--- src/rtl/sample_fifo_apb_reader_if.sv ---
// APB3 slave-side bus bundle for the sample FIFO reader.
//   psel/penable/pwrite/paddr/pwdata : requester -> completer
//   prdata/pready/pslverr            : completer -> requester
// The 'slave' modport is used by the reader. The 'master' modport is used by a bus
// requester or a testbench.
interface sample_fifo_apb_reader_if;
    logic        psel;
    logic        penable;
    logic        pwrite;
    logic [3:0]  paddr;
    logic [31:0] pwdata;
    logic [31:0] prdata;
    logic        pready;
    logic        pslverr;

    modport slave (
        input  psel,
        input  penable,
        input  pwrite,
        input  paddr,
        input  pwdata,
        output prdata,
        output pready,
        output pslverr
    );

    modport master (
        output psel,
        output penable,
        output pwrite,
        output paddr,
        output pwdata,
        input  prdata,
        input  pready,
        input  pslverr
    );
endinterface

--- src/rtl/sample_fifo_apb_reader.sv ---
// Drain engine for the sensor sample FIFO. It prefetches one word into a holding
// register and serves that word through a zero-wait APB DATA register. It also
// keeps status bits, sticky error bits and a read counter.
//   clk, rst        : system clock; asynchronous active-high reset
//   apb             : APB slave bus (DATA 0x0, STATUS 0x4, CTRL 0x8, 0xC unmapped)
//   fifo_empty      : sample FIFO is empty
//   fifo_rd_en      : one-cycle pop strobe; data arrives on fifo_rd_data next cycle
//   fifo_rd_data    : FIFO output word
//   apb_fifo_ready  : overflow indication from the sampling controller
//   irq             : level interrupt, irq_en & pending
module sample_fifo_apb_reader #(
    parameter int unsigned DATA_W = 16
) (
    input  logic                     clk,
    input  logic                     rst,
    sample_fifo_apb_reader_if.slave  apb,
    input  logic                     fifo_empty,
    output logic                     fifo_rd_en,
    input  logic [DATA_W-1:0]        fifo_rd_data,
    input  logic                     apb_fifo_ready,
    output logic                     irq
);

    typedef enum logic [1:0] {StEmpty, StFetch, StFull} state_e;

    state_e              state_q;
    logic [DATA_W-1:0]   hold_q;
    logic                hold_valid_q;
    logic                en_q;
    logic                irq_en_q;
    logic                underflow_q;
    logic                pending_q;
    logic                overflow_q;
    logic [15:0]         read_count_q;

    logic        access;
    logic        rd_acc;
    logic        wr_acc;
    logic        sel_data;
    logic        sel_status;
    logic        sel_ctrl;
    logic        sel_unmapped;
    logic        data_ok;
    logic        data_under;
    logic        status_wr;
    logic        ctrl_wr;
    logic        pop;
    logic [31:0] hold_ext;
    logic [31:0] status_word;
    logic        unused_bits;

    // Address decode. Side effects happen only in the access phase.
    assign access       = apb.psel & apb.penable;
    assign rd_acc       = access & ~apb.pwrite;
    assign wr_acc       = access & apb.pwrite;
    assign sel_data     = (apb.paddr[3:2] == 2'd0);
    assign sel_status   = (apb.paddr[3:2] == 2'd1);
    assign sel_ctrl     = (apb.paddr[3:2] == 2'd2);
    assign sel_unmapped = (apb.paddr[3:2] == 2'd3);

    assign data_ok    = rd_acc & sel_data & (state_q == StFull);
    assign data_under = rd_acc & sel_data & (state_q != StFull);
    assign status_wr  = wr_acc & sel_status;
    assign ctrl_wr    = wr_acc & sel_ctrl;

    // A pop happens from EMPTY, or from FULL in the same cycle that the held word is
    // read. That second case lets a back-to-back read find a fresh word.
    assign pop        = en_q & ~fifo_empty & ((state_q == StEmpty) | data_ok);
    assign fifo_rd_en = pop;

    assign irq    = irq_en_q & pending_q;
    assign apb.pready = 1'b1;

    always_comb begin
        hold_ext = '0;
        hold_ext[DATA_W-1:0] = hold_q;
    end

    assign status_word = {read_count_q, 11'd0, overflow_q, pending_q, underflow_q,
                          fifo_empty, hold_valid_q};

    always_comb begin
        apb.prdata = '0;
        if (rd_acc) begin
            if (data_ok) begin
                apb.prdata = hold_ext;
            end else if (sel_status) begin
                apb.prdata = status_word;
            end else if (sel_ctrl) begin
                apb.prdata = {30'd0, irq_en_q, en_q};
            end
        end
    end

    assign apb.pslverr = access & (sel_unmapped | data_under);

    // Prefetch FSM and holding register.
    always_ff @(posedge clk or posedge rst) begin
        if (rst) begin
            state_q      <= StEmpty;
            hold_q       <= '0;
            hold_valid_q <= 1'b0;
        end else begin
            unique case (state_q)
                StEmpty: begin
                    if (pop) begin
                        state_q <= StFetch;
                    end
                end
                // This state completes even if en has dropped, because the word has
                // already left the FIFO.
                StFetch: begin
                    hold_q       <= fifo_rd_data;
                    hold_valid_q <= 1'b1;
                    state_q      <= StFull;
                end
                StFull: begin
                    if (data_ok) begin
                        hold_valid_q <= 1'b0;
                        state_q      <= pop ? StFetch : StEmpty;
                    end
                end
                default: state_q <= StEmpty;
            endcase
        end
    end

    // Control and status registers. On the sticky bits, a hardware set wins over
    // a W1C write in the same cycle.
    always_ff @(posedge clk or posedge rst) begin
        if (rst) begin
            en_q         <= 1'b0;
            irq_en_q     <= 1'b0;
            underflow_q  <= 1'b0;
            pending_q    <= 1'b0;
            overflow_q   <= 1'b0;
            read_count_q <= '0;
        end else begin
            if (ctrl_wr) begin
                en_q     <= apb.pwdata[0];
                irq_en_q <= apb.pwdata[1];
            end
            underflow_q <= data_under | (underflow_q & ~(status_wr & apb.pwdata[2]));
            pending_q   <= (state_q == StFetch) | (pending_q & ~(status_wr & apb.pwdata[3]));
            overflow_q  <= apb_fifo_ready | (overflow_q & ~(status_wr & apb.pwdata[4]));
            if (data_ok) begin
                read_count_q <= read_count_q + 16'd1;
            end
        end
    end

    assign unused_bits = ^{apb.pwdata[31:5], apb.paddr[1:0]};

endmodule

--- src/flat_wrapper.sv ---
// flat-port wrapper written by rule: the top's interface ports become plain ports
module sample_fifo_apb_reader_flat 
#(
    parameter int unsigned DATA_W = 16
)
  (clk, rst, fifo_empty, fifo_rd_en, fifo_rd_data, apb_fifo_ready, irq, apb_psel, apb_penable, apb_pwrite, apb_paddr, apb_pwdata, apb_prdata, apb_pready, apb_pslverr);
  sample_fifo_apb_reader_if apb_i ();
  input  logic clk;
  input  logic rst;
  input  logic fifo_empty;
  output logic fifo_rd_en;
  input  logic [DATA_W-1:0] fifo_rd_data;
  input  logic apb_fifo_ready;
  output logic irq;
  input wire logic [$bits(apb_i.psel)-1:0] apb_psel;
  input wire logic [$bits(apb_i.penable)-1:0] apb_penable;
  input wire logic [$bits(apb_i.pwrite)-1:0] apb_pwrite;
  input wire logic [$bits(apb_i.paddr)-1:0] apb_paddr;
  input wire logic [$bits(apb_i.pwdata)-1:0] apb_pwdata;
  output wire logic [$bits(apb_i.prdata)-1:0] apb_prdata;
  output wire logic [$bits(apb_i.pready)-1:0] apb_pready;
  output wire logic [$bits(apb_i.pslverr)-1:0] apb_pslverr;
  assign apb_i.psel = apb_psel;
  assign apb_i.penable = apb_penable;
  assign apb_i.pwrite = apb_pwrite;
  assign apb_i.paddr = apb_paddr;
  assign apb_i.pwdata = apb_pwdata;
  assign apb_prdata = apb_i.prdata;
  assign apb_pready = apb_i.pready;
  assign apb_pslverr = apb_i.pslverr;
  sample_fifo_apb_reader #(.DATA_W(DATA_W)) u_core (.clk(clk), .rst(rst), .apb(apb_i), .fifo_empty(fifo_empty), .fifo_rd_en(fifo_rd_en), .fifo_rd_data(fifo_rd_data), .apb_fifo_ready(apb_fifo_ready), .irq(irq));
endmodule
--- config.mk ---
export PLATFORM = sky130hd
export DESIGN_NAME = sample_fifo_apb_reader_flat
export DESIGN_NICKNAME = d
export VERILOG_FILES = /design/src/rtl/sample_fifo_apb_reader_if.sv /design/src/rtl/sample_fifo_apb_reader.sv /design/src/flat_wrapper.sv
export SDC_FILE = /design/constraint.sdc
export NUM_CORES = 1
export LEC_CHECK = 0
export ABC_AREA = 1
export BUFFER_PORTS_ARGS = -buffer_cell sky130_fd_sc_hd__buf_2
export CAP_MARGIN = 0
export CORE_UTILIZATION = 30
export CTS_CLUSTER_SIZE = 40
export DETAILED_ROUTE_END_ITERATION = 7
export GPL_ROUTABILITY_DRIVEN = 0
export HOLD_SLACK_MARGIN = 0.05
export SLEW_MARGIN = 0
export SYNTH_ARGS = -nofsm -noshare
export SYNTH_HDL_FRONTEND = slang
export SYNTH_SLANG_ARGS = --single-unit
--- constraint.sdc ---
create_clock -name clk -period 1.6 [get_ports clk]
set_input_delay 0.08 -clock clk [delete_from_list [all_inputs] [get_ports clk]]
set_output_delay 0.08 -clock clk [all_outputs]
set_load 0.02 [all_outputs]
==> impl_metrics.csv, run 1 <==
group,metric,value,unit
outcome,status,"finished clean",
critical_path,regToRegSetupSlack,0.15,ns
timing,layout_min_cycle_time,1.557,ns
route,drt_pass1_iterations,4,
clock_network,cts_buffer_depth,2,
layout,nets,436,
critical_path,cp_num_buf_inv,3,
min_path,hold_path_end,"u_core.state_q[0]",
layout,final_cell_mix,"74 x nand2_1, 51 x buf_2, 40 x nor2_1, 40 x dfrtp_1, 39 x inv_1",
placement,port_buffers,64,
timing,slew_viol_final,0,
timing,max_freq,642.4,MHz
timing,final.period_utilization,97.30,%
min_path,hp-start,"fifo_empty",
floorplanning,std_cell_rows,30,
pwr,switchingPower,0.0009567,W
clock_network,cts_max_level,2,
critical_path,r2r-end,"u_core.read_count_q[15]",
clock_network,cts_sinks,40,
global_routing,busiest_layer,"met2",
pwr,ir_worst_vdd,612.3,uV
critical_path,end_kind,"output port",
timing,finalHoldViolCount,0,
min_path,hold_class,"input pin to register",
logic_synthesis,synth_area_per_cell,7.543,um2
layout,final_common_cell,"nand2_1",
route,routed_wl,5371,um
critical_path,slowest_stage,"dfrtp_1",
floorplanning,start_util,31.25,%
logic_synthesis,syn_nets,343,
layout,area_growth,43.32,%
pwr,power_frac_comb,24.5,%
route,drt-wirelength-per-cell,11.38,um
global_routing,grt_pass1_vias,1946,
timing,finalSetupViolCount,0,
clock_network,cts_tree,"yes",
floorplanning,die_y,86.35,um
clock_network,cts_root_buffer,"clkbuf_8",
global_routing,met3_usage,3.810,%
critical_path,worst_path_largest_cell_delay,0.41,ns
floorplanning,die_w,86.35,um
route,num_vias,2065,
critical_path,ff2ff_path_depth,8,
logic_synthesis,synth_area,2135,um2
job,max_cap_violations,0,
logic_synthesis,synthDistinctLibCells,25,
layout,nFillCells,722,
floorplanning,dieArea,7456,um2
timing,rsz0062_at_grt,"yes",
placement,hpwlAfterDp,3725,um
pwr,power_density,1049,nW/um2
critical_path,cp.required,1.52,ns
critical_path,r2r-start,"u_core.state_q[0]",
min_path,min_path_cells,4,
pwr,netSwitchingFraction,29.81,%
timing,timing.hold.ws,0.05722,ns
clock_network,numCtsBuffers,5,
route,routed_via_density,4.375,
floorplanning,io_pins,95,
critical_path,critical_path.top_delay_family,"buffers and inverters",
clock_network,clkTransAtPathRegs,0.08,ns
route,drc,0,
route,antenna_left,0,
pwr,power.leakage,1.563,nW
global_routing,antenna_found_initial,0,
layout,layout-drive-gt1-share,28.72,%
floorplanning,fp.coreArea,6832,um2
logic_synthesis,synth_warnings,0,
pwr,pwr-share-clk,30.4,%
global_routing,grt_max_degree,41,
critical_path,crit_arrival,1.48,ns
global_routing,overflow,0,
critical_path,crit_path_start_kind,"register",
critical_path,path_max_fanout,7,
route,first_iter_violations,77,
layout,n_antenna_cell,0,
global_routing,grt_pass1_wl,8825,um
critical_path,path_class,"register to output port",
logic_synthesis,netlist_instances,283,
timing,tightest_slew,0.5143,ns
logic_synthesis,ys_ff_latch,40,
global_routing,use_met1,19.66,%
timing,relSlewSlack,65.72,%
pwr,seq_power_share,45.1,%
timing,finalClockSkew,0.006551,ns
logic_synthesis,yosysSeqAreaShare,46.89,%
global_routing,grt.total_usage,15.20,%
clock_network,clock_latency,0.29,ns
layout,finish.utilization,44.78,%
global_routing,use_met2,25.32,%
critical_path,cp_cell_sequence,"nor2_4, nand3_4, buf_12, buf_8, nor2_2, buf_4",
pwr,p_int,0.002252,W
-- cells in the mapped netlist (all sizes together) --
master  instances  area share, %
dfrtp          40             47
a21o            1           0.35
buf             7            2.6
conb            1           0.18
nor2           57             11
xor2            7            2.9
ha              1           0.59
nand2          74             13
clkbuf          1           0.18
a211oi          2           0.70
nand3          15            3.8
mux2            5            2.6
inv            41            7.2
xnor2           1           0.41
nor3            2           0.47
o21ai           7            1.6
a21oi          17            4.0
nand4           3           0.88
clkinv          1           0.18
-- how the worst max path moves through the flow --
stage                            startpoint                       to  slack, ns  depth (start not counted)
final                     u_core.state_q[0]            apb_prdata[8]       0.04                          6
after global routing      u_core.state_q[0]            apb_prdata[8]      -0.03                          6
after CTS                 u_core.state_q[1]           apb_prdata[12]      -0.01                          7
after detailed placement  u_core.state_q[0]  u_core.read_count_q[15]       0.18                          7
after global placement    u_core.state_q[0]            apb_prdata[2]       0.20                          6
after floorplan           u_core.state_q[0]            apb_prdata[0]       0.27                          6
-- cell families after synthesis --
| logic type | share of synthesized area, % |
|---|---|
| multiplexers | 2.638 |
| AND/OR/NAND/NOR | 29.54 |
| AO/OA/AOI/OAI | 6.682 |
| other | 0.1757 |
| flip-flops | 46.89 |
| adder cells (fa/ha/maj) | 0.5861 |
| buffers and inverters | 10.20 |
| XOR/XNOR | 3.283 |
-- power groups by stage --
stage          Clock [W]  Combinational, W  Sequential (W)
3_5_place_dp           0          0.000654         0.00147
2_1_floorplan          0          0.000495         0.00143
6_report        0.000975          0.000788         0.00145
4_1_cts          0.00100          0.000739         0.00145
3_3_place_gp           0          0.000630         0.00146
5_1_grt          0.00103          0.000892         0.00148
-- cell type report --
type	instances	area (um2)	area share, %
flip-flops and latches	40	1001	32.72
inverters	42	162.7	5.317
well taps	96	120.1	3.926
clock buffers	5	68.82	2.249
repair buffers	94	671.9	21.96
clock inverters	2	60.06	1.963
multi-input cells	193	974.7	31.86
-- state kept, by name, summed over array words and instances, names as in the netlist --
register	count
u_core.hold_q	16
u_core.state_q	2
u_core.pending_q	1
u_core.irq_en_q	1
u_core.read_count_q	16
u_core.overflow_q	1
u_core.underflow_q	1
u_core.hold_valid_q	1
u_core.en_q	1
-- metal layers --
layer,vias up,share of wire [%],routed length [um]
met5,-,0,0
met3,8,4.4,236
met2,53,49,2621
met4,0,1.3,69
met1,955,45,2443
li1,1049,-,-
-- stage by stage --
| stage | worst slack [ns] | power [W] | instance area (um2) | instances | TNS, ns |
|---|---|---|---|---|---|
| final | 0.04326 | 0.003209 | 3059 | 472 | 0 |
| after global routing | -0.03072 | 0.003404 | 3059 | 472 | -0.2183 |
| after CTS | -0.01033 | 0.003188 | 2975 | 472 | -0.02433 |
| after detailed placement | 0.1801 | 0.002125 | 2560 | 441 | 0 |
| after global placement | 0.1958 | 0.002094 | 2560 | 441 | 0 |
| after floorplan | 0.2683 | 0.001925 | 2135 | 283 | 0 |
-- worst reg2reg max path, delay by kind of cell, from the launching register on --
kind                   cells  cell delay (ns)
and+or+nand+nor            6             0.62
DFF                        1             0.41
buffers and inverters      2             0.33
-- timing repair --
item / in CTS / in global routing
hold buffers: 19 / 0
buffers inserted: 5 / 0
resized for setup: 21 / 23
endpoints found under the hold margin: 58 / 0
pin swaps: 2 / 2
setup endpoints to repair: 14 / 20
Note: power is estimated with default switching activity, not from simulation.
==> inputs of run 2 (changes only) <==
Settings changed: CORE_MARGIN set to 4.
==> run 2 against run 1 <==
Effect of this change: clock skew decreased by 0.0032 ns; clock-buffer cell count increased by 3; first-iteration DRC count increased by 1.3%; design area decreased by 4.5%; sequential power about the same; non-clock buffer count decreased by 3.
==> impl_metrics.csv, run 2 (synthesis gave the netlist of run 1 again) <==
group,metric,value,unit
timing,finalSetupTns,0,ns
critical_path,path_class,"register to output port",
critical_path,cp_cell_sequence,"inv_2, nor2_4, nand3_4, inv_4, nand2_1, a21oi_2, buf_4",
route,drc,0,
global_routing,antenna_found_initial,0,
critical_path,cp.required,1.52,ns
route,drt_pass1_iterations,4,
timing,final.period_utilization,95.24,%
clock_network,cts_sinks,40,
layout,final_common_cell,"nand2_1",
critical_path,crit_path_start_kind,"register",
clock_network,cts_buffer_depth,2,
pwr,power_density,976.4,nW/um2
min_path,hold_class,"input pin to register",
job,max_cap_violations,0,
layout,nets,433,
placement,place_area,2560,um2
critical_path,path_max_fanout,7,
placement,hpwlAfterDp,3884,um
global_routing,overflow,0,
critical_path,crit_arrival,1.44,ns
timing,relSlewSlack,65.84,%
route,num_vias,2006,
timing,layout_min_cycle_time,1.524,ns
floorplanning,fp.coreArea,6869,um2
floorplanning,die_w,92.35,um
route,routed_via_density,4.268,
timing,slew_viol_final,0,
clock_network,clkTransAtPathRegs,0.07,ns
route,routed_wl,5302,um
timing,rsz0062_at_grt,"yes",
critical_path,slowest_stage,"dfrtp_1",
global_routing,grt.total_usage,12.99,%
pwr,ir_worst_vdd,526.8,uV
critical_path,critical_path.top_delay_family,"flip-flops",
floorplanning,io_pins,95,
layout,n_antenna_cell,0,
layout,stdcell_area,2920,um2
clock_network,cts_root_buffer,"clkbuf_8",
layout,final_cell_mix,"74 x nand2_1, 57 x buf_2, 51 x nor2_1",
floorplanning,start_util,31.07,%
floorplanning,die_y,92.35,um
clock_network,cts_max_level,2,
pwr,power.leakage,1.525,nW
layout,reg_top3,"u_core.hold_q (16), u_core.read_count_q (16), u_core.state_q (2)",
critical_path,worst_path_largest_cell_delay,0.38,ns
critical_path,end_kind,"output port",
timing,finalSetupViolCount,0,
global_routing,grt_pass1_vias,2026,
placement,port_buffers,64,
clock_network,numCtsBuffers,5,
critical_path,cp_num_buf_inv,3,
timing,tightest_slew,0.5124,ns
clock_network,cts_tree,"yes",
outcome,status,"finished clean",
global_routing,grt_max_degree,41,
layout,area_growth,36.81,%
floorplanning,dieArea,8529,um2
timing,finalClockSkew,0.003322,ns
route,first_iter_violations,78,
critical_path,startpoint,"u_core.state_q[1]",
floorplanning,std_cell_rows,30,
clock_network,clock_latency,0.29,ns
layout,layout-drive-gt1-share,25.67,%
critical_path,r2r-start,"u_core.state_q[1]",
timing,max_freq,656.2,MHz
min_path,hp-start,"fifo_empty",
placement,placedCellCount,441,
layout,stdcell_count,470,
route,drt-wirelength-per-cell,11.28,um
timing,finalHoldViolCount,0,
route,antenna_left,0,
global_routing,grt_pass1_wl,8990,um
[run 2: changes by cell type in the layout (fill, tap and decap cells not counted), moves of 3 or more]
cell / delta
buf_2: +6
nor2_2: -8
a21oi_1: -3
nor2_4: -3
buf_6: -5
nor2_1: +11
a21oi_2: +3
buf_4: -4
[run 2: what timing repair did]
action                                 in CTS  in global routing
endpoints found under the hold margin      59                  0
buffers inserted                            0                  1
pin swaps                                   0                  2
hold buffers                               20                  0
resized for setup                           4                 15
setup endpoints to repair                   3                 18
[run 2: layer usage]
| layer | routed length (um) | share of wire, % | global-route usage [%] | vias to the layer above |
|---|---|---|---|---|
| met5 | 0 | 0 | 0 | - |
| met4 | 42 | 0.79 | 3.713 | 0 |
| met3 | 255 | 4.8 | 3.006 | 7 |
| met2 | 2614 | 49 | 22.96 | 36 |
| met1 | 2389 | 45 | 15.70 | 920 |
| li1 | - | - | - | 1043 |
[run 2: layout make-up]
| class | instances | area [um2] |
|---|---|---|
| inverters | 42 | 160.2 |
| clock buffers | 8 | 90.09 |
| fillers | 731 | 3949 |
| well taps | 96 | 120.1 |
| multi-input cells | 193 | 943.4 |
| flip-flops and latches | 40 | 1001 |
| repair buffers | 91 | 605.6 |
[run 2: stage by stage]
step           total power, W  worst slack, ns  util (%)  hold slack, ns
6_report             0.002851          0.07616     42.51         0.06731
3_5_place_dp         0.002116           0.2156     37.27          0.2416
5_1_grt              0.003071         -0.01614     42.51         0.07355
2_1_floorplan        0.001925           0.2683         -          0.1723
4_1_cts              0.002873         -0.01263     41.66         0.05310
3_3_place_gp         0.002087           0.2255     37.27          0.2412
[run 2: tightest hold or removal path, delay by kind of cell]
kind	cells	cell delay, ns
AO/OA/AOI/OAI	1	0.05
AND/OR/NAND/NOR	1	0.07
buffers and inverters	2	0.11
[run 2: final timing paths]
path,to,slack (ns),cells past startpoint
min in group asynchronous,u_core.read_count_q[7],0.46,4
max in group asynchronous,u_core.hold_q[3],0.79,4
worst min-delay path,u_core.state_q[0],0.07,4
worst min register to register,u_core.underflow_q,0.47,2
worst max register to register,u_core.read_count_q[3],0.24,8
worst max-delay path,apb_prdata[2],0.08,7
[run 2: report_power, final]
group | internal, W | switching [W] | leakage (nW) | total (W)
sequential | 0.00131 | 0.000143 | 0.478 | 0.00145
clock | 0.000352 | 0.000341 | 0.0455 | 0.000693
combinational | 0.000306 | 0.000400 | 1.00 | 0.000706
